## src/rtl/osc_menu_pkg.sv

```systemverilog
// -----------------------------------------------------------------------------
// osc_menu_pkg
//   Shared types and helpers for the oscilloscope menu navigator.
//   - menu_state_e : BROWSE (item cursor active) / OPEN (option cursor active)
//   - step_dir_e   : decoded cursor movement for one cycle
//   - opt_cnt_of   : extracts the option count of one item from the packed
//                    per-item option-count vector
//   - cursor_step  : one up/down step of a cursor over 0..last, wrapping or
//                    saturating; shared by the item and option cursors
// -----------------------------------------------------------------------------
package osc_menu_pkg;

    // Each item's option count occupies a 4-bit field of the packed vector.
    localparam int OPT_FIELD_W = 4;
    // Upper bound on items so the helpers can use one fixed vector width.
    localparam int MAX_ITEMS   = 16;
    localparam int OPT_VEC_W   = MAX_ITEMS * OPT_FIELD_W;
    // Common width for cursor arithmetic; callers size-cast in and out.
    localparam int CUR_W       = 8;

    typedef enum logic [1:0] {
        MENU_BROWSE = 2'b00,
        MENU_OPEN   = 2'b01
    } menu_state_e;

    // "Up" on screen moves towards index 0, so it decrements the cursor.
    typedef enum logic [1:0] {
        STEP_NONE = 2'b00,
        STEP_DEC  = 2'b01,
        STEP_INC  = 2'b10
    } step_dir_e;

    function automatic logic [OPT_FIELD_W-1:0] opt_cnt_of(
        input logic [OPT_VEC_W-1:0] opt_cnt,
        input logic [CUR_W-1:0]     item
    );
        logic [OPT_VEC_W-1:0] shifted;
        shifted = opt_cnt >> (OPT_FIELD_W * item);
        return shifted[OPT_FIELD_W-1:0];
    endfunction

    function automatic logic [CUR_W-1:0] cursor_step(
        input logic [CUR_W-1:0] cur,
        input logic [CUR_W-1:0] last,
        input step_dir_e        dir,
        input logic             wrap
    );
        logic [CUR_W-1:0] nxt;
        nxt = cur;
        case (dir)
            STEP_DEC: begin
                if (cur == '0) nxt = wrap ? last : '0;
                else           nxt = cur - CUR_W'(1);
            end
            STEP_INC: begin
                if (cur >= last) nxt = wrap ? '0 : last;
                else             nxt = cur + CUR_W'(1);
            end
            default: nxt = cur;
        endcase
        return nxt;
    endfunction

endpackage

```

## src/rtl/osc_menu_nav_if.sv

```systemverilog
// -----------------------------------------------------------------------------
// osc_menu_nav_if
//   Connects the button/keyboard event front end to the menu navigator and the
//   navigator to the on-screen menu renderer.
//   Events (front end -> navigator), one-cycle pulses:
//     ev_up_pe, ev_down_pe, ev_ok_pe, ev_back_pe
//   State (navigator -> renderer / settings consumers):
//     menu_open     0 = BROWSE, 1 = OPEN
//     item_idx      current item
//     opt_idx       option cursor (value OPT_CNT[item] is VOLVER)
//     settings      committed option of item i at [i*OPT_W +: OPT_W]
//     commit_pulse  one cycle high when a setting is written
//     menu_timeout  one cycle high when inactivity closes the menu
//   modport master : event source (drives events, observes state)
//   modport slave  : the navigator (consumes events, drives state)
// -----------------------------------------------------------------------------
interface osc_menu_nav_if #(
    parameter int N_ITEMS  = 4,
    parameter int MAX_OPTS = 4
);
    localparam int IDX_W = $clog2(N_ITEMS);
    localparam int OPT_W = $clog2(MAX_OPTS + 1);

    logic                       ev_up_pe;
    logic                       ev_down_pe;
    logic                       ev_ok_pe;
    logic                       ev_back_pe;

    logic                       menu_open;
    logic [IDX_W-1:0]           item_idx;
    logic [OPT_W-1:0]           opt_idx;
    logic [N_ITEMS*OPT_W-1:0]   settings;
    logic                       commit_pulse;
    logic                       menu_timeout;

    modport master (
        output ev_up_pe, ev_down_pe, ev_ok_pe, ev_back_pe,
        input  menu_open, item_idx, opt_idx, settings, commit_pulse, menu_timeout
    );

    modport slave (
        input  ev_up_pe, ev_down_pe, ev_ok_pe, ev_back_pe,
        output menu_open, item_idx, opt_idx, settings, commit_pulse, menu_timeout
    );

endinterface

```

## src/rtl/osc_menu_idle_timer.sv

```systemverilog
// -----------------------------------------------------------------------------
// osc_menu_idle_timer
//   Counts idle cycles while enabled and flags expiry on the cycle the count
//   reaches TIMEOUT_CYC-1 with no clear. The count is forced to zero whenever
//   the timer is disabled, cleared, or expires; TIMEOUT_CYC = 0 disables it.
//   Ports:
//     clk     in   system clock
//     rst     in   synchronous, active-high reset
//     clr     in   any user event this cycle; restarts the count, wins over expiry
//     en      in   menu is OPEN
//     expire  out  combinational expiry strobe, consumed by the navigator FSM
// -----------------------------------------------------------------------------
module osc_menu_idle_timer #(
    parameter int TIMEOUT_CYC = 1000
) (
    input  logic clk,
    input  logic rst,
    input  logic clr,
    input  logic en,
    output logic expire
);

    localparam int               CNT_W   = (TIMEOUT_CYC > 0) ? $clog2(TIMEOUT_CYC + 1) : 1;
    localparam logic             ENABLED = (TIMEOUT_CYC > 0);
    localparam logic [CNT_W-1:0] LAST    = CNT_W'((TIMEOUT_CYC > 0) ? TIMEOUT_CYC - 1 : 0);

    logic [CNT_W-1:0] cnt_q;
    logic [CNT_W-1:0] cnt_d;
    logic             at_last;

    assign at_last = (cnt_q == LAST);
    assign expire  = ENABLED && en && !clr && at_last;

    // NOTE: every signal assigned in always_comb gets a default first, so no
    // path can leave it unassigned and infer a latch.
    always_comb begin
        cnt_d = cnt_q;
        if (!ENABLED || !en || clr || at_last) cnt_d = '0;
        else                                   cnt_d = cnt_q + CNT_W'(1);
    end

    // NOTE: state registers use non-blocking assignments so every flop samples
    // pre-edge values regardless of process evaluation order.
    always_ff @(posedge clk) begin
        if (rst) cnt_q <= '0;
        else     cnt_q <= cnt_d;
    end

endmodule

```

## src/rtl/osc_menu_nav.sv

```systemverilog
// -----------------------------------------------------------------------------
// osc_menu_nav
//   Two-level menu navigator for the oscilloscope UI. In BROWSE the up/down
//   events move the item cursor; ok opens the item with the option cursor
//   placed on that item's committed setting. In OPEN up/down move the option
//   cursor over 0..OPT_CNT[item], where the top value is VOLVER (return);
//   ok on a real option commits it, ok on VOLVER or back closes without
//   committing, and an idle period of TIMEOUT_CYC cycles closes the menu.
//   Parameters:
//     N_ITEMS      number of items (>= 2)
//     MAX_OPTS     largest per-item option count, VOLVER excluded (>= 1)
//     OPT_CNT      packed option counts, item i at [4i+3:4i]
//     WRAP         1: cursors wrap at the ends; 0: cursors saturate
//     TIMEOUT_CYC  idle cycles in OPEN before forced close; 0 disables
//   Ports:
//     clk   in   system clock
//     rst   in   synchronous, active-high reset
//     bus   slave modport of osc_menu_nav_if (events in, menu state out)
//   Event priority per cycle: rst > ok > back > (up xor down); every output
//   is driven from a register and updates one clock after the event.
// -----------------------------------------------------------------------------
module osc_menu_nav
    import osc_menu_pkg::*;
#(
    parameter int                   N_ITEMS     = 4,
    parameter int                   MAX_OPTS    = 4,
    parameter logic [4*N_ITEMS-1:0] OPT_CNT     = {4'd2, 4'd2, 4'd4, 4'd3},
    parameter bit                   WRAP        = 1'b1,
    parameter int                   TIMEOUT_CYC = 1000
) (
    input logic           clk,
    input logic           rst,
    osc_menu_nav_if.slave bus
);

    localparam int                   IDX_W       = $clog2(N_ITEMS);
    localparam int                   OPT_W       = $clog2(MAX_OPTS + 1);
    localparam logic [OPT_VEC_W-1:0] OPT_CNT_EXT = OPT_VEC_W'(OPT_CNT);

    menu_state_e                   state_q, state_d;
    logic [IDX_W-1:0]              item_idx_q, item_idx_d;
    logic [OPT_W-1:0]              opt_idx_q, opt_idx_d;
    logic [N_ITEMS-1:0][OPT_W-1:0] settings_q, settings_d;
    logic                          commit_q, commit_d;
    logic                          timeout_q, timeout_d;

    step_dir_e                     dir;
    logic                          any_ev;
    logic                          expire;
    logic [OPT_W-1:0]              cur_opt_cnt;

    // up and down together cancel; either alone moves the cursor.
    assign dir = (bus.ev_up_pe ^ bus.ev_down_pe)
               ? (bus.ev_up_pe ? STEP_DEC : STEP_INC)
               : STEP_NONE;

    // Any asserted event counts as activity, even one the FSM then drops.
    assign any_ev = bus.ev_up_pe | bus.ev_down_pe | bus.ev_ok_pe | bus.ev_back_pe;

    // Option count of the current item; this value itself is VOLVER.
    assign cur_opt_cnt = OPT_W'(opt_cnt_of(OPT_CNT_EXT, CUR_W'(item_idx_q)));

    osc_menu_idle_timer #(
        .TIMEOUT_CYC (TIMEOUT_CYC)
    ) u_idle_timer (
        .clk    (clk),
        .rst    (rst),
        .clr    (any_ev),
        .en     (state_q == MENU_OPEN),
        .expire (expire)
    );

    always_comb begin
        state_d    = state_q;
        item_idx_d = item_idx_q;
        opt_idx_d  = opt_idx_q;
        settings_d = settings_q;
        commit_d   = 1'b0;
        timeout_d  = 1'b0;

        case (state_q)
            MENU_BROWSE: begin
                if (bus.ev_ok_pe) begin
                    state_d   = MENU_OPEN;
                    opt_idx_d = settings_q[item_idx_q];
                end else if (!bus.ev_back_pe) begin
                    item_idx_d = IDX_W'(cursor_step(CUR_W'(item_idx_q), CUR_W'(N_ITEMS - 1),
                                                    dir, WRAP));
                end
            end

            MENU_OPEN: begin
                if (bus.ev_ok_pe) begin
                    // Commit uses the cursor before any same-cycle up/down.
                    if (opt_idx_q < cur_opt_cnt) begin
                        settings_d[item_idx_q] = opt_idx_q;
                        commit_d               = 1'b1;
                    end
                    state_d = MENU_BROWSE;
                end else if (bus.ev_back_pe) begin
                    state_d = MENU_BROWSE;
                end else if (expire) begin
                    state_d   = MENU_BROWSE;
                    timeout_d = 1'b1;
                end else begin
                    opt_idx_d = OPT_W'(cursor_step(CUR_W'(opt_idx_q), CUR_W'(cur_opt_cnt),
                                                   dir, WRAP));
                end
            end

            default: begin
                state_d    = MENU_BROWSE;
                item_idx_d = '0;
                opt_idx_d  = '0;
            end
        endcase
    end

    always_ff @(posedge clk) begin
        if (rst) begin
            state_q    <= MENU_BROWSE;
            item_idx_q <= '0;
            opt_idx_q  <= '0;
            // NOTE: the settings bank is reset explicitly; a reset must restore
            // the power-on defaults, so it cannot be left to RAM-style inference.
            settings_q <= '0;
            commit_q   <= 1'b0;
            timeout_q  <= 1'b0;
        end else begin
            state_q    <= state_d;
            item_idx_q <= item_idx_d;
            opt_idx_q  <= opt_idx_d;
            settings_q <= settings_d;
            commit_q   <= commit_d;
            timeout_q  <= timeout_d;
        end
    end

    assign bus.menu_open    = (state_q == MENU_OPEN);
    assign bus.item_idx     = item_idx_q;
    assign bus.opt_idx      = opt_idx_q;
    assign bus.settings     = settings_q;
    assign bus.commit_pulse = commit_q;
    assign bus.menu_timeout = timeout_q;

endmodule

```

## src/flat_wrapper.sv

```systemverilog
// flat-port wrapper written by rule: the top's interface ports become plain ports
module osc_menu_nav_flat import osc_menu_pkg::*;
#(
    parameter int                   N_ITEMS     = 4,
    parameter int                   MAX_OPTS    = 4,
    parameter logic [4*N_ITEMS-1:0] OPT_CNT     = {4'd2, 4'd2, 4'd4, 4'd3},
    parameter bit                   WRAP        = 1'b1,
    parameter int                   TIMEOUT_CYC = 1000
)
  (clk, rst, bus_ev_up_pe, bus_ev_down_pe, bus_ev_ok_pe, bus_ev_back_pe, bus_menu_open, bus_item_idx, bus_opt_idx, bus_settings, bus_commit_pulse, bus_menu_timeout);
  osc_menu_nav_if #(.N_ITEMS(N_ITEMS), .MAX_OPTS(MAX_OPTS)) bus_i ();
  input logic clk;
  input logic rst;
  input wire logic [$bits(bus_i.ev_up_pe)-1:0] bus_ev_up_pe;
  input wire logic [$bits(bus_i.ev_down_pe)-1:0] bus_ev_down_pe;
  input wire logic [$bits(bus_i.ev_ok_pe)-1:0] bus_ev_ok_pe;
  input wire logic [$bits(bus_i.ev_back_pe)-1:0] bus_ev_back_pe;
  output wire logic [$bits(bus_i.menu_open)-1:0] bus_menu_open;
  output wire logic [$bits(bus_i.item_idx)-1:0] bus_item_idx;
  output wire logic [$bits(bus_i.opt_idx)-1:0] bus_opt_idx;
  output wire logic [$bits(bus_i.settings)-1:0] bus_settings;
  output wire logic [$bits(bus_i.commit_pulse)-1:0] bus_commit_pulse;
  output wire logic [$bits(bus_i.menu_timeout)-1:0] bus_menu_timeout;
  assign bus_i.ev_up_pe = bus_ev_up_pe;
  assign bus_i.ev_down_pe = bus_ev_down_pe;
  assign bus_i.ev_ok_pe = bus_ev_ok_pe;
  assign bus_i.ev_back_pe = bus_ev_back_pe;
  assign bus_menu_open = bus_i.menu_open;
  assign bus_item_idx = bus_i.item_idx;
  assign bus_opt_idx = bus_i.opt_idx;
  assign bus_settings = bus_i.settings;
  assign bus_commit_pulse = bus_i.commit_pulse;
  assign bus_menu_timeout = bus_i.menu_timeout;
  osc_menu_nav #(.N_ITEMS(N_ITEMS), .MAX_OPTS(MAX_OPTS), .OPT_CNT(OPT_CNT), .WRAP(WRAP), .TIMEOUT_CYC(TIMEOUT_CYC)) u_core (.clk(clk), .rst(rst), .bus(bus_i));
endmodule
```

## config.mk

```make
export PLATFORM = sky130hd
export DESIGN_NAME = osc_menu_nav_flat
export DESIGN_NICKNAME = d
export VERILOG_FILES = /design/src/rtl/osc_menu_pkg.sv /design/src/rtl/osc_menu_nav_if.sv /design/src/rtl/osc_menu_idle_timer.sv /design/src/rtl/osc_menu_nav.sv /design/src/flat_wrapper.sv
export SDC_FILE = /design/constraint.sdc
export NUM_CORES = 1
export LEC_CHECK = 0
export ABC_AREA = 1
export CAP_MARGIN = 0
export CORE_UTILIZATION = 54
export DETAILED_ROUTE_END_ITERATION = 7
export HOLD_SLACK_MARGIN = 0.1
export PLACE_DENSITY = 0.8
export SETUP_SLACK_MARGIN = 0.15
export SLEW_MARGIN = 20
export SYNTH_ARGS = -nofsm -noshare
export SYNTH_HDL_FRONTEND = slang
export SYNTH_SLANG_ARGS = --single-unit
export TNS_END_PERCENT = 20
```

## constraint.sdc

```tcl
create_clock -name clk -period 2.38 [get_ports clk]
set_clock_uncertainty 0.05 [all_clocks]
set_input_delay 0.476 -clock clk [delete_from_list [all_inputs] [get_ports clk]]
set_output_delay 0.476 -clock clk [all_outputs]
set_load 0.005 [all_outputs]
```

==> flow_summary.yaml <==
detailed_routing:
  wl_per_cell_um: 11.2
  wl_met2_um: 1740
  routed-wl-met3_um: 191
  route.vias.total: 1674
  wl_met1_um: 1680
  ant_nets: 0
  vias_per_cell: 5.12
  top_layer: "met4"
  dr.pass1.iters: 4
  first_iter_violations: 70
  drc_errors: 0
  postRouteWirelength_um: 3650
critical_path:
  critPathKind: "register to register"
  startpoint_type: "register"
  cp.required_ns: 2.55
  arrival_ns: 2.20
  crit_path_max_incr_delay_ns: 0.33
  path_cells: "inv_2 -> ha_2 -> inv_1 -> ha_1 -> nand2_1 -> nand2_1 -> inv_1 -> nand2_1 -> nor2_4 -> buf_4 -> nand2_1 -> nand2_1 -> a21oi_1"
  crit_slowest_cell: "dfxtp_1"
  reg2reg_depth: 13
  worst-path-max-fanout: 9
  crit_top_cell: "nand2_1"
  cp-end-kind: "register"
logic_synthesis:
  yosysWarnings: 0
  syn_area_um2: 1750
  syn_inst: 251
  synth_seq_area_share_pct: 34.3
  syn_nets: 272
  yosys.area.top_type: "dfxtp_1"
  yosysTopAreaCellShare_pct: 34.3
  syn-mean-instance-area_um2: 6.97
  netlist_top_cells_area: "dfxtp_1 (34%), nand2_1 (14%), ha_1 (11%)"
  ys_seq_elements: 30
  ys_types: 28
layout:
  fin_nets: 303
  fin_area_um2: 2140
  layout.area.seq_um2: 601
  most-common-layout-cells: "nand2_1 (64), dfxtp_1 (30), inv_1 (26), nand3_1 (25), clkdlybuf4s50_1 (25)"
  syn_to_final_growth_pct: 22.2
  fill_cells: 274
  multiInputGateArea_um2: 1010
  layout_commonest_cell: "nand2_1"
  diodes: 0
  final_core_util_pct: 70.0
  drive_above_1_share_pct: 12.4
sta:
  period_minus_slack_ns: 2.03
  relSlewSlack_pct: 74.3
  setup_viol: 0
  hold_viol: 0
  max_freq_ghz: 0.493
  final.setup.tns_ns: 0
  rsz0062_at_grt: "false"
  worst_slew_pin_slew_ns: 0.386
  period_share_pct: 85.2
  slew_violations: 0
clock_network:
  clkSinkCount: 30
  numCtsBuffers: 5
  postCtsSetupRepairBufs: 0
  cts_tree: "done"
  worstSkewPairLatency_ns: 0.33
  h-tree-depth: 2
  cts.reportedPaths.clkPinSlew_ns: 0.10
  cts_root_buf: "clkbuf_4"
  clockBufferDepth: 2
power:
  ir_drop_v: 0.000379
  leakagePower_nw: 0.847
  p_per_area_nw_per_um2: 522
placement:
  place_area_um2: 2060
  hpwl_um: 2830
  portBuffers: 25
  place_congestion: 0.854
global_route:
  grt_overflow: 0
  grtUsageTotal_pct: 24.2
  antenna_found_initial: 0
  grt_max_degree: 12
  grt_pass1_wl_um: 6420
  grt_pass1_vias: 1561
die:
  ioPinCount: 26
  dieArea_um2: 3470
  start_util_pct: 57.3
  num_rows: 20
  die_h_um: 58.9
  dieWidth_um: 58.9
  coreArea_um2: 3050
run_status:
  status: "finished clean"
hold_path:
  min_path_cells: 1
  hold_path_class: "register to register"
run:
  max-cap-violations: 0
## final timing paths
path / from / to / slack, ns
setup / recovery: u_core.bus.item_idx[1] / u_core.bus.settings[5] / 0.35
hold / removal: u_core.u_idle_timer.cnt_q[0] / u_core.u_idle_timer.cnt_q[0] / 0.42
setup reg to reg: u_core.bus.item_idx[1] / u_core.bus.settings[5] / 0.35
hold reg to reg: u_core.u_idle_timer.cnt_q[0] / u_core.u_idle_timer.cnt_q[0] / 0.42
## routing by layer
| metal | up-vias | global-route usage [%] |
|---|---|---|
| met3 | 6 | 6.81 |
| met4 | 0 | 7.82 |
| met5 | - | 0 |
| li1 | 866 | - |
| met2 | 43 | 42.2 |
| met1 | 759 | 28.6 |
## power breakdown
group          switching [W]  internal (W)  total [W]
clock network       0.000181      0.000142   0.000323
registers          0.0000260      0.000516   0.000542
logic               0.000144      0.000106   0.000250
## flip-flops by register name (all words and copies together), names as in the netlist
| register | cells |
|---|---|
| u_core.bus.menu_timeout | 1 |
| u_core.state_q | 1 |
| u_core.u_idle_timer.cnt_q | 10 |
| u_core.bus.opt_idx | 3 |
| u_core.bus.settings | 12 |
| u_core.bus.item_idx | 2 |
| u_core.bus.commit_pulse | 1 |
## cells by family after synthesis
kind of cell             after synthesis  synth area share [%]
AO/OA/AOI/OAI                         39                  11.9
buffers and inverters                 37                  8.58
XOR/XNOR                               4                  2.00
flip-flops                            30                  34.3
adder cells (fa/ha/maj)               15                  10.7
AND/OR/NAND/NOR                      126                  32.5
## through the flow
step / std cells / power, W / setup slack, ns / hold slack [ns]
floorplan: 251 / 0.000712 / 0.372 / 0.378
detailed placement: 319 / 0.000798 / 0.148 / 0.393
global placement: 319 / 0.000790 / 0.268 / 0.389
finish: 327 / 0.00112 / 0.351 / 0.415
global route: 327 / 0.00119 / 0.173 / 0.430
CTS: 327 / 0.00112 / 0.203 / 0.419
## layout make-up
| type | instances | share of cell area (%) |
|---|---|---|
| clock buffers | 6 | 2.40 |
| multi-input cells | 184 | 47.2 |
| well taps | 44 | 2.57 |
| inverters | 31 | 5.68 |
| clock inverters | 2 | 0.585 |
| repair buffers | 30 | 13.5 |
| flip-flops and latches | 30 | 28.1 |
## Yosys cell counts
cell and number:
a21oi_1 23, a21oi_2 2, a31oi_1 1, buf_2 2, buf_4 1, clkbuf_1 3
dfxtp_1 30, ha_1 15, inv_1 27, inv_2 2, inv_4 2, nand2_1 64
nand2_2 1, nand3_1 25, nand3b_1 1, nand4_1 2, nor2_1 20, nor2_2 7
nor2_4 1, nor3_1 1, nor3_2 2, nor3_4 1, o21ai_0 7, o21ai_1 5
o21ai_2 1, or2_1 1, xnor2_1 1, xor2_1 3
## what timing repair did
action / in CTS / in global routing
gates resized for setup: 1 / 3
hold buffers: 0 / 0
setup endpoints to repair: 9 / 12
gates cloned: 0 / 0
hold endpoints to repair: 0 / 0
## worst max-delay path, delay by kind of cell, from the launching register on
kind / cells / cell delay (ns)
DFF: 1 / 0.33
adders and majority gates: 2 / 0.56
and+or+nand+nor: 6 / 0.54
AOI/OAI and AO/OA: 1 / 0.06
buffers and inverters: 4 / 0.40
Power figures use the tool's default switching activity.
